==> src/rtl/vram_pkg.sv <==
// rtl/vram_pkg.sv - shared VRAM arbiter types, address map and region helper
package vram_pkg;

    localparam int VRAM_AW = 13;

    localparam logic [VRAM_AW-1:0] PIX_BASE  = 13'h0000;
    localparam logic [VRAM_AW-1:0] ATTR_BASE = 13'h1800;
    localparam logic [VRAM_AW-1:0] ATTR_END  = 13'h1AFF;

    typedef enum logic [1:0] {
        IDLE   = 2'd0,
        WAIT   = 2'd1,
        ACCESS = 2'd2,
        ACK    = 2'd3
    } vram_state_t;

    function automatic logic is_attr(input logic [VRAM_AW-1:0] a);
        return (a >= ATTR_BASE) && (a <= ATTR_END);
    endfunction

endpackage

==> src/rtl/vram_wbuf.sv <==
// rtl/vram_wbuf.sv - one-entry posted write buffer with address hit compare
module vram_wbuf
    import vram_pkg::*;
#(
    parameter int AW = VRAM_AW
) (
    input  logic          clock,
    input  logic          reset_n,
    input  logic          i_load,
    input  logic [AW-1:0] i_addr,
    input  logic [7:0]    i_data,
    input  logic          i_drain,
    output logic          o_valid,
    output logic [AW-1:0] o_addr,
    output logic [7:0]    o_data,
    output logic          o_hit
);
    logic          r_valid;
    logic [AW-1:0] r_addr;
    logic [7:0]    r_data;

    // Load only happens while empty and drain only while full, so they never collide.
    always_ff @(posedge clock or negedge reset_n) begin
        if (!reset_n) begin
            r_valid <= 1'b0;
            r_addr  <= '0;
            r_data  <= 8'h00;
        end else if (i_load) begin
            r_valid <= 1'b1;
            r_addr  <= i_addr;
            r_data  <= i_data;
        end else if (i_drain) begin
            r_valid <= 1'b0;
        end
    end

    assign o_valid = r_valid;
    assign o_addr  = r_addr;
    assign o_data  = r_data;
    assign o_hit   = r_valid && (r_addr == i_addr);

endmodule

==> src/rtl/vram_arbiter.sv <==
// rtl/vram_arbiter.sv - VGA/CPU arbiter for the single-port 8 KB video RAM
// VRAM_POSTED_WRITE_EN adds a one-entry posted write buffer for CPU writes.
module vram_arbiter
    import vram_pkg::*;
#(
    parameter int AW       = VRAM_AW,
    parameter int MAX_WAIT = 7
) (
    input  logic          clock,
    input  logic          reset_n,
    input  logic          vga_rd,
    input  logic [AW-1:0] vga_a,
    output logic [7:0]    vga_i,
    input  logic          cpu_req,
    input  logic          cpu_we,
    input  logic [AW-1:0] cpu_addr,
    input  logic [7:0]    cpu_wdata,
    output logic [7:0]    cpu_rdata,
    output logic          cpu_ack,
    output logic          cpu_ready,
    output logic [AW-1:0] mem_a,
    output logic [7:0]    mem_d,
    output logic          mem_we,
    input  logic [7:0]    mem_q,
    output logic          starve
);
    vram_state_t   r_state;
    vram_state_t   w_next;
    logic [2:0]    r_wait_cnt;
    logic [7:0]    r_rdata;
    logic          r_starve;
    logic          w_pending;
    logic          w_do_access;
    logic          w_fast_ack;
    logic          w_hit_rd;
    logic          w_can_access;
    logic          w_drain;
    logic [AW-1:0] w_drain_a;
    logic [7:0]    w_drain_d;

    assign w_pending   = cpu_req && (r_state == IDLE || r_state == WAIT);
    // An ACCESS cycle that collides with a VGA slot simply repeats next cycle.
    assign w_do_access = (r_state == ACCESS) && !vga_rd;

`ifdef VRAM_POSTED_WRITE_EN
    logic w_buf_valid;
    logic w_buf_hit;
    logic w_post;

    vram_wbuf #(.AW(AW)) u_wbuf (
        .clock   (clock),
        .reset_n (reset_n),
        .i_load  (w_post),
        .i_addr  (cpu_addr),
        .i_data  (cpu_wdata),
        .i_drain (w_drain),
        .o_valid (w_buf_valid),
        .o_addr  (w_drain_a),
        .o_data  (w_drain_d),
        .o_hit   (w_buf_hit)
    );

    assign w_post       = w_pending && cpu_we && !w_buf_valid;
    assign w_hit_rd     = w_pending && !cpu_we && w_buf_hit;
    assign w_fast_ack   = w_post || w_hit_rd;
    assign w_can_access = !vga_rd && !w_buf_valid;
    assign w_drain      = w_buf_valid && !vga_rd;
`else
    assign w_hit_rd     = 1'b0;
    assign w_fast_ack   = 1'b0;
    assign w_can_access = !vga_rd;
    assign w_drain      = 1'b0;
    assign w_drain_a    = '0;
    assign w_drain_d    = 8'h00;
`endif

    always_comb begin
        w_next = r_state;
        case (r_state)
            IDLE, WAIT: begin
                if (!cpu_req)
                    w_next = IDLE;
                else if (w_fast_ack)
                    w_next = ACK;
                else if (w_can_access)
                    w_next = ACCESS;
                else
                    w_next = WAIT;
            end
            ACCESS:  if (!vga_rd) w_next = ACK;
            ACK:     w_next = IDLE;
            default: w_next = IDLE;
        endcase
    end

    always_ff @(posedge clock or negedge reset_n) begin
        if (!reset_n) begin
            r_state    <= IDLE;
            r_wait_cnt <= 3'd0;
            r_rdata    <= 8'h00;
            r_starve   <= 1'b0;
        end else begin
            r_state <= w_next;
            // A blocked WAIT cycle seen with the counter already at MAX_WAIT is the one that overruns.
            if (r_state == WAIT && w_next == WAIT) begin
                if (r_wait_cnt != 3'd7)
                    r_wait_cnt <= r_wait_cnt + 3'd1;
                if (int'(r_wait_cnt) >= MAX_WAIT)
                    r_starve <= 1'b1;
            end else begin
                r_wait_cnt <= 3'd0;
            end
            if (w_do_access && !cpu_we)
                r_rdata <= mem_q;
            else if (w_hit_rd)
                r_rdata <= w_drain_d;
        end
    end

    assign mem_a     = vga_rd ? vga_a : (w_drain ? w_drain_a : cpu_addr);
    assign mem_d     = w_drain ? w_drain_d : cpu_wdata;
    assign mem_we    = reset_n && !vga_rd && ((w_do_access && cpu_we) || w_drain);
    assign vga_i     = mem_q;
    assign cpu_rdata = r_rdata;
    assign cpu_ack   = (r_state == ACK);
    assign cpu_ready = ~(cpu_req & ~cpu_ack);
    assign starve    = r_starve;

endmodule
==> config.mk <==
export PLATFORM = sky130hd
export DESIGN_NAME = vram_arbiter
export DESIGN_NICKNAME = d
export VERILOG_FILES = /design/src/rtl/vram_pkg.sv /design/src/rtl/vram_wbuf.sv /design/src/rtl/vram_arbiter.sv
export SDC_FILE = /design/constraint.sdc
export NUM_CORES = 1
export LEC_CHECK = 0
export ABC_AREA = 1
export CORE_UTILIZATION = 30
export CTS_CLUSTER_DIAMETER = 150
export DETAILED_ROUTE_END_ITERATION = 10
export GPL_TIMING_DRIVEN = 0
export HOLD_SLACK_MARGIN = 0.08
export PLACE_DENSITY = 0.88
export SLEW_MARGIN = 20
export SYNTH_ARGS = -nofsm -noshare
export SYNTH_HDL_FRONTEND = slang
export SYNTH_HIERARCHICAL = 1
export SYNTH_SLANG_ARGS = --single-unit
==> constraint.sdc <==
create_clock -name clock -period 1.6 [get_ports clock]
set_input_delay 0.16 -clock clock [delete_from_list [all_inputs] [get_ports clock]]
set_output_delay 0.16 -clock clock [all_outputs]
set_load 0.03 [all_outputs]
==> run summary, run 1 <==
The internal power is just over 1 mW. The number of placed cells counting well taps is 252. The worst setup timing slack at the placement stage is -0.567 ns. The half-perimeter wire length after detailed placement came out at 2030 microns. The number of iterations in the first detailed-routing pass came out at 8. After global routing the overflow that remains totals 0. The average cell area after synthesis came out at 7.34 sq um. The proportion of total power due to net switching is a little over two fifths. The total clock buffers created by CTS came out at 3. From bottom edge to top edge, the die measures 58.4 microns. At the worst endpoint, the arrival time is about 1.4 ns. Across the VDD grid, the largest voltage drop is about 350 uV. The minimum clock period after layout is approximately 1.6 ns. The die is 58.4 microns wide. TritonCTS built the clock tree. For this run, the top clock speed supported by timing is around 0.64 GHz.

Walking the worst path, the cells encountered are clkdlybuf4s50_1 -> buf_4 -> clkdlybuf4s50_1. The critical path's largest stage delay is 0.65 ns. After synthesis, flip-flops and latches occupy 36.7% of the total area. When the netlist entered floorplanning its net count stood at 179.

The final max-slew violation count is 0. The number of DRC markers in iteration 0 is 38. In this run the number of H-tree levels came out at 1. The cell leakage power is 1.01 nW. Among cell families on the critical path, the largest total delay comes from buffers and inverters.

The count of distinct cell types in the synthesized netlist came out at 18. The worst clock skew on the final layout came out at 0.00179 ns. Cells with a size suffix above 1 make up 14.2% of the layout. The top-level I/O count came out at 88.

The hold violation total from the final report is 0. The final reports fail on DRC. After synthesis, the largest family of logic cells by area is simple AND/OR/NAND/NOR gates. The capturing element type of the critical path is an output pin. The final setup violation count came out at 0.

The relative contribution of sequential cells to total power came out at 30.8%. The largest net degree at the start of global routing came out at 15. The tightest min-delay check is of the in -> reg type. The flow ran to the end, but the final reports show violations. The initial antenna violation count came out at 0.

The critical path required time came out at between 1 and 1.5 ns. The number of global-route vias before repair was 979. The number of warning messages in the yosys log came out at 6. The clock sink count came out at 14. The post-route non-filler standard cell count is 256. The clock-pin slew of the registers on the worst-case setup and hold paths came out at ~0.080 ns. The nature of the critical path startpoint is an input port. The slowest stage of the critical path belongs to the cell clkdlybuf4s50_1. The average vias per placed instance came out at 4.26. The maximum fanout along the worst path came out at 2. The via count of the routed design is 1091. The routability-driven placement congestion ratio is 0.698. The headroom to the max-slew limit is about 58%. Summing the areas of all and, or, nand and nor instances in the mapped netlist gives 39.1% of the synthesized area. The number of inserted diodes is 0.

The area of the die came out at 0.00341 sq mm. The area of the mapped netlist came out at 955 sq um. The clock latency reported for the late side of the worst-skew pair came out at 0.27 ns. Summing the areas of all fa, ha and maj instances in the mapped netlist gives 2.62% of the synthesized area. In the post-route analysis, the smallest setup slack over all paths is 0.0289 ns. The post-route setup TNS came out at 0 ns. The number of remaining DRC errors is 2. Combinational logic is responsible for 58.4% of the overall power. The global-route wire length before repair is between 3000 and 4000 microns. The number of synthesized register bits is 14. The core region is 0.00303 sq mm. The initial standard-cell utilization of the core is 31.5%.

The multiplexer share of the synthesized area is 0%. For this run, the post-layout net count is 263. The root buffer cell is clkbuf_4.

From synthesis to final layout, the design area changed by 93.1%. The final wirelength came out at 2510 microns. The area of the multi-input gates is 423 sq um. Of the total synthesized cell area, the portion taken by XOR and XNOR cells is 0.917%. The most numerous cell on the critical path is clkdlybuf4s50_1. The number of nets with antenna violations after detailed routing came out at 0. The clock network power share is 10.8%.

The library cells used most frequently in the layout, excluding fill and tap cells, are nand2_1 (67), clkdlybuf4s50_1 (63), buf_4 (17). Summed over all nets, the switching power comes to between 0.7 and 0.8 mW. Total power for the finished layout comes to approximately 1.8 mW.

The final critical path takes up 98.2% of the cycle. The worst setup path is of the in -> out kind. Together, buffers and inverters on the worst path number 3. The most common library cell in the layout ignoring fill and taps is nand2_1. The power per cell area is 987 mW/mm^2. The transition at the pin with the smallest max-transition slack came out at approximately 0.63 ns. The number of fill cells in the layout is 288.

Global routing consumed, over all layers together, approximately 15% of the routing resources. The number of cells produced by synthesis is 130. The maximum clock insertion buffer count came out at 2.

The number of placement rows came out at 20. The synthesized netlist devotes 1.70% of its cell area to compound gates. The wire length per cell is 9.80 microns.

The tool flagged a number of max-cap violations equal to 0. During placement, the flow inserted port buffers numbering slightly below 80. Setup repair after global routing left no endpoint under its margin. The storage element area is 352 sq um.
[path summary, 6_finish.rpt]
path                                    start       endpoint  slack [ns]  depth (start not counted)
worst max-delay path                 mem_q[2]       vga_i[2]        0.03                          3
worst min-delay path                   vga_rd  r_wait_cnt[2]        0.17                          3
worst max register to register  r_wait_cnt[0]  r_wait_cnt[0]        0.39                          4
worst min register to register         starve         starve        0.46                          2
max in group asynchronous             reset_n     r_state[0]        0.59                          2
min in group asynchronous             reset_n   cpu_rdata[6]        0.57                          2
[state kept, by name, indices dropped and copies added (netlist names)]
register / count
r_state: 2
starve: 1
r_wait_cnt: 3
cpu_rdata: 8
[repair_timing]
action / in CTS / in global routing
pin swaps: 0 / 1
endpoints found under the setup margin: 3 / 12
hold buffers: 1 / 0
resized for setup: 9 / 11
endpoints found under the hold margin: 14 / 0
buffers inserted: 0 / 0
[tightest hold or removal path, cell delays in order]
cell and delay (ns):
buf_6 0.12, nand4_2 0.10, a21oi_1 0.04
[routing by layer]
layer  share of wire (%)  vias to the layer above  track usage, %
met2                  49                       58            25.1
li1                    -                      559               -
met1                  42                      469            18.2
met5                   0                        -               0
met4                 1.8                        0            7.14
met3                 7.3                        5            3.30
[final cells by class]
type / count / share of cell area [%]
Tap cell: 44 / 2.99
Timing Repair Buffer: 79 / 43.9
Clock buffer: 3 / 1.22
Inverter: 7 / 1.43
Buffer: 20 / 8.42
Sequential cell: 14 / 19.1
Multi-Input combinational cell: 89 / 22.9
[through the flow]
stage / hold slack, ns / area [sq um] / utilization, %
floorplan: -0.136 / 955 / -
global placement: 0.445 / 1790 / 59.1
detailed placement: 0.449 / 1790 / 59.1
CTS: 0.171 / 1820 / 60.0
global route: 0.185 / 1840 / 60.9
finish: 0.174 / 1840 / 60.9
[power by group through the flow]
stage / Sequential (mW) / Combinational, mW / Clock, mW
after floorplan: 0.747 / 0.423 / 0
after global placement: 0.562 / 1.06 / 0
after detailed placement: 0.563 / 1.08 / 0
after CTS: 0.561 / 1.07 / 0.197
after global routing: 0.575 / 1.13 / 0.214
final: 0.561 / 1.06 / 0.196
[kinds of logic (layout without fill, tap and decap cells)]
group / count (synthesis) / after routing
xor gates and xnor gates: 1 / 1
AOI/OAI and AO/OA: 3 / 3
DFF: 14 / 14
adders and majority gates: 2 / 2
buffers and inverters: 27 / 109
and+or+nand+nor: 83 / 83
[synthesized netlist by cell type, drive strengths merged]
library cell  count  area [sq um]
inv               6          22.5
a21oi             2          10.0
nor2              4          31.3
dfrtp            14           350
xor2              1          8.76
clkinv            1          3.75
nand3             3          27.5
o22ai             1          6.26
buf              20           155
ha                2          25.0
nand2            67           251
nand4             9          62.6
No activity file was read; power rests on OpenSTA's default activity.
==> inputs of run 2 (changes only) <==
CORE_ASPECT_RATIO = 0.5   (was default)
SLEW_MARGIN = default   (was 20)
==> run 2 against run 1 <==
Non-clock buffer count grew 2. Maximum frequency shrank 2.9%. Global-route usage grew 3.1 points. Die area grew 0.41%. Combinational power grew 7%. Clock power grew 78%. Via count grew 6.8%. Critical endpoint is now mem_a[2]. The flow finishes with violations (DRC, setup timing). Hold slack gained 0.045 ns.
==> run summary, run 2 (synthesis results as in run 1) <==
The tree is rooted in a clkbuf_8. The average vias per placed instance is 4.57 (+7.2%). The number of placed cells counting well taps was 248 (-1.6%). The clock-pin slew of the registers on the worst-case setup and hold paths came out at 0.05 ns (-0.03 ns). The number of fill cells in the layout is 255 (-11%).

The most common library cell in the layout ignoring fill and taps is nand2_1. The critical path required time is 1.44 ns (about the same). The run finished, with violations left. The final setup violation count is 1 (+1). The nature of the critical path startpoint is an input port.

The number of global-route vias before repair came out at 1077 (+10%). The number of flip-flops in the largest register came to 8 (unchanged). The maximum clock insertion buffer count came out at 2 (unchanged).

The critical path arrival came out at 1.46 ns (+0.05 ns). The checks that failed: DRC, setup timing. The sum of buffers and inverters on the critical path came to 2 (-1). The power per cell area is 1090 mW/mm^2 (+10%). The number of nets with antenna violations after detailed routing came out at 0 (unchanged).

The combined global-route utilization of all metal layers came out at 18.1% (+3.1 points). The first element of the critical path is vga_a[2]. The max-cap check violation count is 0 (unchanged). The total overflow reported by the global router came out at 0 (unchanged). The final max-slew violation count came out at 0 (unchanged). The hold violation total from the final report came out at 0 (unchanged).

On the critical path, the stage with the largest delay is an instance of clkdlybuf4s50_1. The area inside the core boundary came to 0.00301 sq mm (-0.50%). The via count of the routed design came to 1165 (+6.8%). The type of the most critical hold path is in -> reg. The setup slack of the critical path after layout came out at -0.0188 ns (-0.0476 ns). The half-perimeter wire length after detailed placement is 2390 microns (+18%). The fraction of layout cells with a size suffix above 1 was 15.3% (+1.2 points). The routability-driven placement congestion ratio came out at 0.739 (+5.9%).

The maximum fanout along the worst path came to 1 (-1). The library cells used most frequently in the layout, excluding fill and tap cells, are nand2_1 (67), clkdlybuf4s50_1 (63), buf_4 (19). The initial antenna violation count is 0 (unchanged). The final wirelength came out at 3330 microns (+33%). The worst hold margin is 0.219 ns (+0.0447 ns). The share of the cycle needed by the critical path after routing was 101% (+3.0 points). The initial standard-cell utilization of the core is 31.7% (+0.16 points). The number of remaining DRC errors came out at 4 (+2).

The area of the die is 0.00343 sq mm (+0.41%). The number of placement rows was 14 (-30%). The total clock buffers created by CTS came out at 3 (unchanged).

STA classifies the critical path endpoint as an output pin. The clock sink count is 14 (unchanged). The peak ir drop on the vdd network is 566 uV (+63%).

The global-route wire length before repair is 4770 microns (+20%). The largest net degree at the start of global routing was 16 (+1). The minimum clock period after layout is 1.62 ns (+0.0476 ns). The worst clock skew on the final layout came to 0.00739 ns (+0.00560 ns).

The post-route setup TNS came out at -0.0188 ns (-0.0188 ns). In this run the most critical hold path is launched from vga_rd. The number of nets in the layout is 265 (+0.76%). Grouping stages by cell kind, the critical path spends the most delay in buffers and inverters. Compared with the post-synthesis result, the final layout area differs by 98.3%. The fmax is 0.618 GHz (-2.9%).

The die extent in x is 81.8 microns (+40%). The critical path's largest stage delay is 0.69 ns (+0.04 ns). The worst register-to-register path begins at r_wait_cnt[0]. The critical path in this run is classified as in -> out. The total of buffers placed on input and output ports came to 78 (unchanged).

The number of iterations in the first detailed-routing pass is 7 (-1). The cell leakage power came out at 1.03 nW (+2.0%). The wire length per cell was 13.1 microns (+33%). The signal on the critical path passes through clkdlybuf4s50_1 -> nand2_1 -> nand2_1 -> clkdlybuf4s50_1. The post-route non-filler standard cell count is 255 (-0.39%). The number of DRC markers in iteration 0 came out at 63 (+66%).

The height of the die is 41.9 microns (-28%). The transition at the pin with the smallest max-transition slack is 0.685 ns (+0.0559 ns). The headroom to the max-slew limit is 54.2% (-3.7 points). TritonCTS built the clock tree. The top-level I/O count came out at 88 (unchanged).

The number of inserted diodes came out at 0 (unchanged). The clock latency reported for the late side of the worst-skew pair came out at 0.25 ns (-0.02 ns). The worst setup timing slack at the placement stage is -0.573 ns (-0.00591 ns).

The number of levels the H-tree was split into came out at 1 (unchanged).
[run 2: changes by cell type in the layout (fill, tap and decap cells not counted)]
| cell | before | now |
|---|---|---|
| clkdlybuf4s15_2 | 0 | 1 |
| dlygate4sd2_1 | 3 | 2 |
| buf_4 | 17 | 19 |
| clkbuf_4 | 3 | 0 |
| buf_2 | 2 | 1 |
| clkdlybuf4s15_1 | 0 | 1 |
| clkbuf_8 | 0 | 4 |
[run 2: timing repair]
action                                  in CTS  in global routing
buffers inserted                             0                  2
endpoints found under the setup margin       3                 13
hold endpoints to repair                     0                 14
cloned                                       0                  0
gates resized for setup                      6                 13
pin swaps                                    1                  1
hold buffers                                 0                  1
[run 2: layout make-up]
cell class	instances	area (sq um)	area share (%)
Inverter	7	26.3	1.39
Clock buffer	4	55.1	2.91
Tap cell	40	50.0	2.64
Timing Repair Buffer	81	832	44.0
Buffer	20	155	8.20
Sequential cell	14	352	18.6
Multi-Input combinational cell	89	423	22.3
[run 2: path summary, 6_finish.rpt]
path,slack [ns],cells after the start,end
max,-0.02,4,mem_a[2]
min,0.22,3,r_wait_cnt[2]
max reg2reg,0.39,6,starve
min reg2reg,0.46,2,starve
max in group asynchronous,0.49,2,r_state[0]
min in group asynchronous,0.64,2,cpu_rdata[6]
[run 2: per-stage QoR]
step                util, %  cell area [sq um]  power (mW)
global placement       59.3               1790        1.62
floorplan                 -                955        1.17
global route           62.8               1890        2.16
detailed placement     59.3               1790        1.65
CTS                    61.0               1840        1.99
finish                 62.8               1890        2.06
[run 2: layer usage]
metal / track usage, % / wire (microns)
met1: 21.7 / 1270
met2: 31.9 / 1780
met3: 3.52 / 171
met4: 6.67 / 108
met5: 0 / 0
[run 2: worst register-to-register path: cells and delay by family (launching register included)]
kind	cells	cell delay, ns
adders and majority gates	2	0.44
buffers and inverters	1	0.11
DFF	1	0.41
and+or+nand+nor	3	0.16
[run 2: report_power, final]
part	switching [mW]	total (mW)	internal, mW
sequential	0.0965	0.573	0.476
clock	0.131	0.349	0.218
combinational	0.645	1.13	0.490
